## config.mk

```make
export PLATFORM = sky130hd
export DESIGN_NAME = regfile_dumper
export DESIGN_NICKNAME = d
export VERILOG_FILES = /design/src/rtl/regfile_pkg.sv /design/src/rtl/regfile_dumper.sv
export SDC_FILE = /design/constraint.sdc
export NUM_CORES = 1
export LEC_CHECK = 0
export CORE_ASPECT_RATIO = 1.25
export CORE_MARGIN = 2
export CORE_UTILIZATION = 39
export DETAILED_ROUTE_END_ITERATION = 12
export MAX_ROUTING_LAYER = met4
export PLACE_DENSITY = 0.75
export SLEW_MARGIN = 20
export SYNTH_ARGS = -nofsm -noshare
export SYNTH_HDL_FRONTEND = slang
export SYNTH_SLANG_ARGS = --single-unit
```

## constraint.sdc

```tcl
create_clock -name clk -period 1.4 [get_ports clk]
set_input_delay 0.35 -clock clk [delete_from_list [all_inputs] [get_ports clk]]
set_output_delay 0.35 -clock clk [all_outputs]
set_load 0.01 [all_outputs]
```

## src/rtl/regfile_pkg.sv

```systemverilog
// Shared constants and types for the 16 x 16-bit register file and its dump engine.
package regfile_pkg;

  localparam int AW    = 4;
  localparam int DW    = 16;
  localparam int NREGS = 1 << AW;

  typedef enum logic [1:0] {
    IDLE,
    FETCH,
    SEND,
    FINISH
  } dump_state_t;

endpackage

```

## src/rtl/regfile_dumper.sv

```systemverilog
// Streams a contiguous, wrapping range of registers out of the register file
// over a valid/ready handshake, one word per FETCH/SEND pair.
module regfile_dumper #(
  parameter int AW    = regfile_pkg::AW,
  parameter int DW    = regfile_pkg::DW,
  parameter int NREGS = regfile_pkg::NREGS
) (
  input  logic          clk,
  input  logic          reset,
  input  logic          start,
  input  logic [AW-1:0] first_addr,
  input  logic [AW:0]   count,
  output logic [AW-1:0] ra,
  input  logic [DW-1:0] rd,
  output logic [DW-1:0] out_data,
  output logic [AW-1:0] out_addr,
  output logic          out_valid,
  input  logic          out_ready,
  output logic          out_last,
  output logic          busy,
  output logic          done
);

  import regfile_pkg::*;

  dump_state_t   state;
  logic [AW-1:0] addr;
  logic [AW:0]   remaining;

  // The address is presented in every state; the register file read is only captured in FETCH.
  assign ra = addr;

  // NOTE: every state register uses non-blocking assignment so all of them update together
  // from the values sampled at the same edge; blocking here would create ordering races.
  always_ff @(posedge clk) begin
    if (!reset) begin
      state     <= IDLE;
      addr      <= '0;
      remaining <= '0;
      out_data  <= '0;
      out_addr  <= '0;
      out_valid <= 1'b0;
      out_last  <= 1'b0;
      busy      <= 1'b0;
      done      <= 1'b0;
    end else begin
      done <= 1'b0;
      unique case (state)
        IDLE: begin
          if (start) begin
            addr      <= first_addr;
            remaining <= count;
            busy      <= 1'b1;
            if (count != '0) begin
              state <= FETCH;
            end else begin
              state <= FINISH;
              done  <= 1'b1;
            end
          end
        end

        FETCH: begin
          out_data  <= rd;
          out_addr  <= addr;
          out_last  <= (remaining == (AW+1)'(1));
          out_valid <= 1'b1;
          state     <= SEND;
        end

        SEND: begin
          if (out_ready) begin
            out_valid <= 1'b0;
            remaining <= remaining - (AW+1)'(1);
            if (remaining == (AW+1)'(1)) begin
              state <= FINISH;
              done  <= 1'b1;
            end else begin
              addr  <= (addr == AW'(NREGS - 1)) ? '0 : addr + AW'(1);
              state <= FETCH;
            end
          end
        end

        FINISH: begin
          state <= IDLE;
          busy  <= 1'b0;
        end

        default: state <= IDLE;
      endcase
    end
  end

endmodule

```

# After elaboration in Yosys (flattened, before gate mapping)
# Index checks and enable logic that the tools add are counted.
[totals]
output_inout_bits = 28
word_cells = 51
register_bits = 35
[classes]
eq_ne = 8
mux = 22
add_sub_neg = 2
reduce_logical = 10
[op_table]
columns = ["cell", "n"]
rows = [
  ["$mux 4", 4],
  ["$mux 5", 2],
  ["$pmux 5 s2", 1],
  ["$mux 2", 4],
  ["$pmux 2 s4", 1],
  ["$pmux 4 s2", 1],
  ["$mux 1", 6],
  ["$ne 2x2->1 const B", 3],
  ["$pmux 1 s2", 3],
  ["$reduce_and 2->1", 3],
  ["$reduce_bool 2->1", 3],
  ["$eq 5x1->1 const B", 1],
  ["$reduce_bool 5->1", 1],
  ["$sub 5x1->5 const B", 1],
  ["$add 4x1->4 const B", 1],
  ["$eq 2x2->1 const B", 2],
  ["$eq 4x4->1 const B", 1],
  ["$reduce_and 4->1", 1],
  ["$reduce_and 3->1", 1],
  ["$eq 2x1->1 const B", 1],
  ["$logic_not 2->1", 1],
]

# Depth between registers and ports, before layout
# Gate-level depths: netlist of run 1.
[depth]
word_depth = 5
ltp_mapped = 6
ltp_nobuf = 6

# Least setup slack after synthesis of run 1
# Ideal clock, no wire load.
[synth_timing]
path_type = "flip-flop to flip-flop"
start = "register remaining[1]"
end = "register addr[0] (netlist: ra[0])"
setup_time_ns = 0.091
required_ns = 1.309
path_buffers = 0
arrival_time_ns = 1.387
stages_incl_launch_ff = 7
slack_ns = -0.078
path_cell_list = "dfxtp_1 inv_1 ha_1 nor4b_2 a211oi_2 nor2_1 a311oi_1"
[synth_via]
elab_chain_cells = 3
[synth_lines]
columns = ["element", "line_no", "rtl"]
rows = [
  ["start, declared", "regfile_dumper.sv:28", "logic [AW:0] remaining;"],
  ["start signal, assigned", "regfile_dumper.sv:52", "remaining <= count;"],
  ["start signal, assigned", "regfile_dumper.sv:74", "remaining <= remaining - (AW+1)'(1);"],
  ["$eq 5x1->1", "regfile_dumper.sv:75", "if (remaining == (AW+1)'(1)) begin"],
  ["$ne 2x2->1 (no line)", "--", ""],
  ["$reduce_and 4->1 (no line)", "--", ""],
  ["end signal, assigned", "regfile_dumper.sv:51", "addr <= first_addr;"],
  ["end signal, assigned", "regfile_dumper.sv:79", "addr <= (addr == AW'(NREGS - 1)) ? '0 : addr + AW'(1);"],
  ["end, declared", "regfile_dumper.sv:27", "logic [AW-1:0] addr;"],
]
# Every way passes these cells.
# A chain may end at the register's enable or synchronous reset.

# Worst setup path in the final report of run 1
[layout_timing]
start = "register state[1]"
end = "register state[1]"
[layout_via]
elab_chain_cells = 3
elab_cells_between_ends = 8
classes_between = "5 x eq/ne; 1 x mux; 2 x reduce/logical"
[layout_lines]
columns = ["element", "line_no", "rtl"]
rows = [
  ["start, declared", "regfile_dumper.sv:26", "dump_state_t state;"],
  ["start signal, assigned", "regfile_dumper.sv:37", "state <= IDLE;"],
  ["start signal, assigned", "regfile_dumper.sv:55", "state <= FETCH;"],
  ["start signal, assigned", "regfile_dumper.sv:57", "state <= FINISH;"],
  ["$eq 2x2->1 / $logic_not 2->1 (equally long branches)", "regfile_dumper.sv:48", "unique case (state)"],
  ["$ne 2x2->1 (no line)", "--", ""],
  ["$reduce_and 2->1 (no line)", "--", ""],
]
# Parallel ways exist; a longest one is shown, timed or not.

==> results of run 1 <==
## layer usage
metal  wire length, um  vias up  GRT usage, %
met5                 0        -             -
li1                  -      819             -
met2              2110       49          35.0
met1              1830      731          21.4
met4               104        0          9.63
met3               198       10          4.87
## sequential cells by signal, indices dropped and copies added (netlist names)
register and count:
out_data 16, remaining 5, out_addr 4, ra 4, state 2, busy 1, done 1, out_last 1
out_valid 1
## worst max-delay path by stage
| stage | startpoint | to | slack (ps) |
|---|---|---|---|
| 4_1_cts | state[1] | state[1] | -100 |
| 3_3_place_gp | count[2] | state[1] | -450 |
| 2_1_floorplan | state[1] | remaining[4] | 7 |
| 3_5_place_dp | count[2] | done | -520 |
| 5_1_grt | state[1] | done | -190 |
| 6_report | state[1] | state[1] | -130 |
## power by group
group / internal [mW] / total, mW / switching [mW]
Sequential: 1.06 / 1.11 / 0.0504
Clock: 0.449 / 0.805 / 0.356
Combinational: 0.294 / 0.550 / 0.256
Total: 1.80 / 2.46 / 0.662
## critical path, stage by stage (launching register included)
cell	delay, ps
dfxtp_4	350
or4_4	540
nor4_4	190
nand2_1	130
a311oi_1	220
## synthesized netlist by cell type, types with 3 or more instances
| master | n |
|---|---|
| dfxtp_1 | 35 |
| buf_2 | 4 |
| nand2_1 | 55 |
| ha_1 | 3 |
| nor2_1 | 11 |
| nand3_1 | 4 |
| inv_1 | 5 |
| a311oi_1 | 3 |
| clkbuf_1 | 7 |
| a21oi_1 | 28 |
| o21ai_0 | 4 |
## repair_timing
action / 4_1_cts / 5_1_grt
gates cloned: 0 / 0
buffers inserted: 4 / 1
hold buffers: 0 / 0
endpoints found under the setup margin: 37 / 23
endpoints found under the hold margin: 0 / 0
pin swaps: 5 / 5
resized for setup: 40 / 15
## cell families (layout without fill, tap and decap cells)
| kind of cell | count (synthesis) | after routing | synth area share, % |
|---|---|---|---|
| muxes | 2 | 2 | 1.39 |
| buffers and inverters | 17 | 98 | 4.49 |
| DFF | 35 | 35 | 45.8 |
| adders and majority gates | 3 | 3 | 2.45 |
| AOI/OAI and AO/OA | 51 | 51 | 20.2 |
| and+or+nand+nor | 85 | 85 | 25.7 |
## per-stage QoR
| stage | setup slack, ps | setup TNS, ps | total power [mW] | cells | hold slack (ps) |
|---|---|---|---|---|---|
| floorplan | 7.24 | 0 | 1.36 | 193 | 438 |
| global placement | -454 | -3270 | 1.66 | 316 | 441 |
| detailed placement | -519 | -3670 | 1.66 | 316 | 444 |
| CTS | -99.1 | -213 | 2.45 | 328 | 450 |
| global route | -194 | -865 | 2.58 | 328 | 467 |
| finish | -129 | -374 | 2.46 | 328 | 448 |
## cell type report
class / count / area (sq um) / area share [%]
sequential: 35 / 708 / 28.2
tap: 54 / 67.6 / 2.69
timing repair buffer: 84 / 759 / 30.2
clock buffer: 8 / 100 / 3.98
multi-input combinational: 141 / 856 / 34.0
inverter: 6 / 22.5 / 0.896
==> flow_summary_export.csv, run 1 <==
group,metric,value,unit
outcome,outcome,"finished, violations left",
outcome,violations,"negative setup slack",
drt,vias,1609,
clock_network,cts_tree,"done",
drt,drt_wl_total,4.24,mm
placement,port_buffers,56,
drt,drc,0,
synth,synth.yosys.warnings,0,
layout,mostFrequentLayoutCell,"nand2_1",
clock_network,cts-root-buf,"clkbuf_8",
die,core,3780,sq um
drt,wl_per_cell,12.9,um
worst_setup_path,rrSetupSlack,-130,ps
synth,synth_cells,193,
die,die_area,4450,sq um
worst_hold_path,worstHoldPathCells,2,
clock_network,cts_buffers,5,
sta,max_freq,654,MHz
layout,final_cell_mix,"nand2_1 (54), dfxtp_1 (31), dlygate4sd2_1 (31), a21oi_1 (26), buf_4 (26)",
synth,synthTopCellsByArea,"dfxtp_1 (46%), nand2_1 (13%), a21oi_1 (9.2%), nor2_1 (2.7%), ha_1 (2.5%)",
sta,hold_viol,0,
worst_hold_path,holdCritStartpoint,"out_addr[2]",
sta,clock_skew,8.53,ps
sta,rsz0062_at_grt,"yes",
sta,tightest_slew,326,ps
placement,dp_hpwl,2.87,mm
die,rows,25,
sta,fin_crit_sh,109,%
clock_network,clockBufferDepth,2,
synth,seq_area_frac_synth,45.8,%
grt,gr-total-overflow,0,
synth,synthArstFlopShare,0,%
synth,synth_nets,225,
drt,via_per_inst,4.91,
grt,antenna_found_initial,0,
worst_setup_path,path_max_fanout,3,
grt,grt_pass1_wl,6.56,mm
synth,synth_edf_count,0,
layout,final_core_util,66.4,%
clock_network,worst_skew_pair.late_latency,290,ps
die,start_util,40.5,%
clock_network,h-tree-depth,2,
synth,avgSynthCellArea,7.94,sq um
grt,grtUsageTotal,20.3,%
drt,drtAntennaViolNets,0,
layout,fill_cells,347,
layout,fin_area,2510,sq um
worst_setup_path,worstPathRequired,1590,ps
sta,setup_viol,6,
synth,netlist_area,1530,sq um
worst_setup_path,reg2reg_to,"state[1]",
layout,drive_above_1_share,22.3,%
worst_setup_path,rr_worst_depth,4,
worst_setup_path,critPathKind,"flop to flop",
synth,ys_ff_latch,35,
worst_hold_path,hold_class,"flop to flop",
clock_network,cts_num_sinks,35,
sta,fin_crit,1530,ps
layout,n_antenna_cell,0,
worst_hold_path,min_to,"out_addr[2]",
layout,syn2layout_area_growth,64.1,%
die,die_y,74.1,um
worst_setup_path,worstSetupStartpointType,"flop",
placement,place_area,2330,sq um
sta,slew_headroom,78.1,%
layout,nets,305,
synth,yosys.area.top_type,"dfxtp_1",
drt,drt-pass1-iter-count,4,
grt,grt_pass1_vias,1508,
clock_network,clk_pin_slew,70,ps
drt,drtIter0Drc,53,
sta,setup_slack,-129,ps
worst_setup_path,setup.worst_path.end_class,"flop",
placement,routabilityCongestion,0.901,
run,maxCapViolCount,0,
synth,synthFlopType,"dfxtp_1",
worst_setup_path,reg2reg_from,"state[1]",
die,pin_count,57,
power_and_ir_drop,vdd_drop_max,0.000566,V
synth,synth.top_cell.area_share,45.8,%
synth,synth.distinct_cells,38,
die,die_w,60.1,um
grt,grt_max_degree,22,
worst_setup_path,critPathArrivalTime,1720,ps
power_and_ir_drop,power_density,981,nW/um^2
sta,slew_violations,0,
power_and_ir_drop,power_leakage,1.08,nW
(Power assumes the default switching activity.)
==> run 2: changes to the inputs <==
--- a/config.mk
+++ b/config.mk
@@ -8,6 +8,7 @@
 export CORE_ASPECT_RATIO = 1.25
 export CORE_MARGIN = 2
 export CORE_UTILIZATION = 39
+export CTS_CLUSTER_DIAMETER = 120
 export DETAILED_ROUTE_END_ITERATION = 12
 export MAX_ROUTING_LAYER = met4
 export PLACE_DENSITY = 0.75
==> results of run 2 <==
Final layout, timing and power as in run 1 (identical DEF).
==> patch (flow settings as in run 1) <==
Set the package constant `DW` to 24 (it was 16).
--- a/src/rtl/regfile_pkg.sv
+++ b/src/rtl/regfile_pkg.sv
@@ -2,7 +2,7 @@
 package regfile_pkg;
 
   localparam int AW    = 4;
-  localparam int DW    = 16;
+  localparam int DW    = 24;
   localparam int NREGS = 1 << AW;
 
   typedef enum logic [1:0] {
Interface: changed (resized out_data and rd); port bits go from 57 to 73. No check against the original RTL was run, so the function may have changed too.
==> patch against run 1 <==
- area after synthesis rose by 18%
- combinational power increased by 15%
- worst setup slack better by 0.13 ns
- count of clock-buffer cells in the layout fell by 2
- wire length up 10%
- critical path depth up 3
- sequential cell count rose by 8
- clock skew is 0.0044 ns lower
- design area grew 17%
- synthesized cell count is 17% higher
- power is 20% higher
==> patch: results (changes against run 1) <==
clkCellAreaFrac_pct: 3.99  # was 3.98%
layout_min_cycle_time_ns: 1.40  # was 1.53 ns
wl_met3_um: 230  # was 198 um
routedWlPerCell_um: 12.4  # was 12.9 um
wl_met2_um: 2320  # was 2110 um
worstHoldEndpoint: "out_data[18]$_SDFFE_PN0P_"  # was out_addr[2]$_SDFFE_PN0P_
synth_seq_area_share_pct: 47.8  # was 45.8%
synth.avg_cell_area_um2: 7.97  # was 7.94 um^2
filler_cell_count: 396  # was 347
ys_types: 36  # was 38
area_growth_pct: 63.5  # was 64.1%
globalRouteMet2Util_pct: 32.4  # was 35.0%
grt_max_degree: 30  # was 22
fin_nets: 359  # was 305
outcome: "finished clean"  # was complete, but fails checks
p_seq_uw: 1360  # was 1110 uW
multi_input_area_um2: 933  # was 856 um^2
met3_usage_pct: 5.50  # was 4.87%
buffers: 100  # was 84
grt_pass1_wl_um: 7890  # was 6560 um
endpoint: "ra[1]$_SDFFE_PN0P_"  # was state[1]$_SDFFE_PN0P_
synth_area_leaders: "dfxtp_1, nand2_1, a21oi_1"  # unchanged
multi_input_cells: 165  # was 141
hp-start: "out_data[18]$_SDFFE_PN0P_"  # was out_addr[2]$_SDFFE_PN0P_
whs_ns: 0.451  # was 0.448 ns
clkbuf_count: 6  # was 8
grt_pass1_vias: 1796  # was 1508
dpl.cell_count: 369  # was 316
power_leakage_uw: 0.00128  # was 0.00108 uW
vias_per_cell: 4.81  # was 4.91
seq_cells: 43  # was 35
num-nonclk-inverters: 4  # was 6
grtUsageTotal_pct: 20.0  # was 20.3%
gr-usage-met1_pct: 23.6  # was 21.4%
buffer_area_share_pct: 31.8  # was 30.2%
patch: cell types whose count changed after synthesis, sizes merged, moves of 2 or more:
| cell | delta |
|---|---|
| inv | -2 |
| nand3 | -2 |
| dfxtp | +8 |
| a21oi | -4 |
| a21boi | +15 |
| nand3b | +2 |
| buf | +2 |
| nand2 | +18 |
patch: cell families (layout without fill, tap and decap cells):
family	count (synthesis)	after routing	share of synthesized area [%]
and+or+nand+nor	99	99	23.2
adders and majority gates	3	3	2.08
AOI/OAI and AO/OA	62	62	22.3
muxes	1	1	0.556
DFF	43	43	47.8
buffers and inverters	18	112	4.10
patch: timing repair:
action	4_1_cts	5_1_grt
pin swaps	3	4
hold buffers	0	0
gates resized for setup	45	9
setup endpoints to repair	46	33
buffers inserted	0	1
patch: worst max-delay path, cell delays in order, from the launching register on:
cell and delay, ns:
dfxtp_2 0.34, inv_2 0.05, ha_4 0.15, nor4b_4 0.13, a211oi_4 0.23, buf_6 0.15, nor2_1 0.04, a311oi_1 0.22
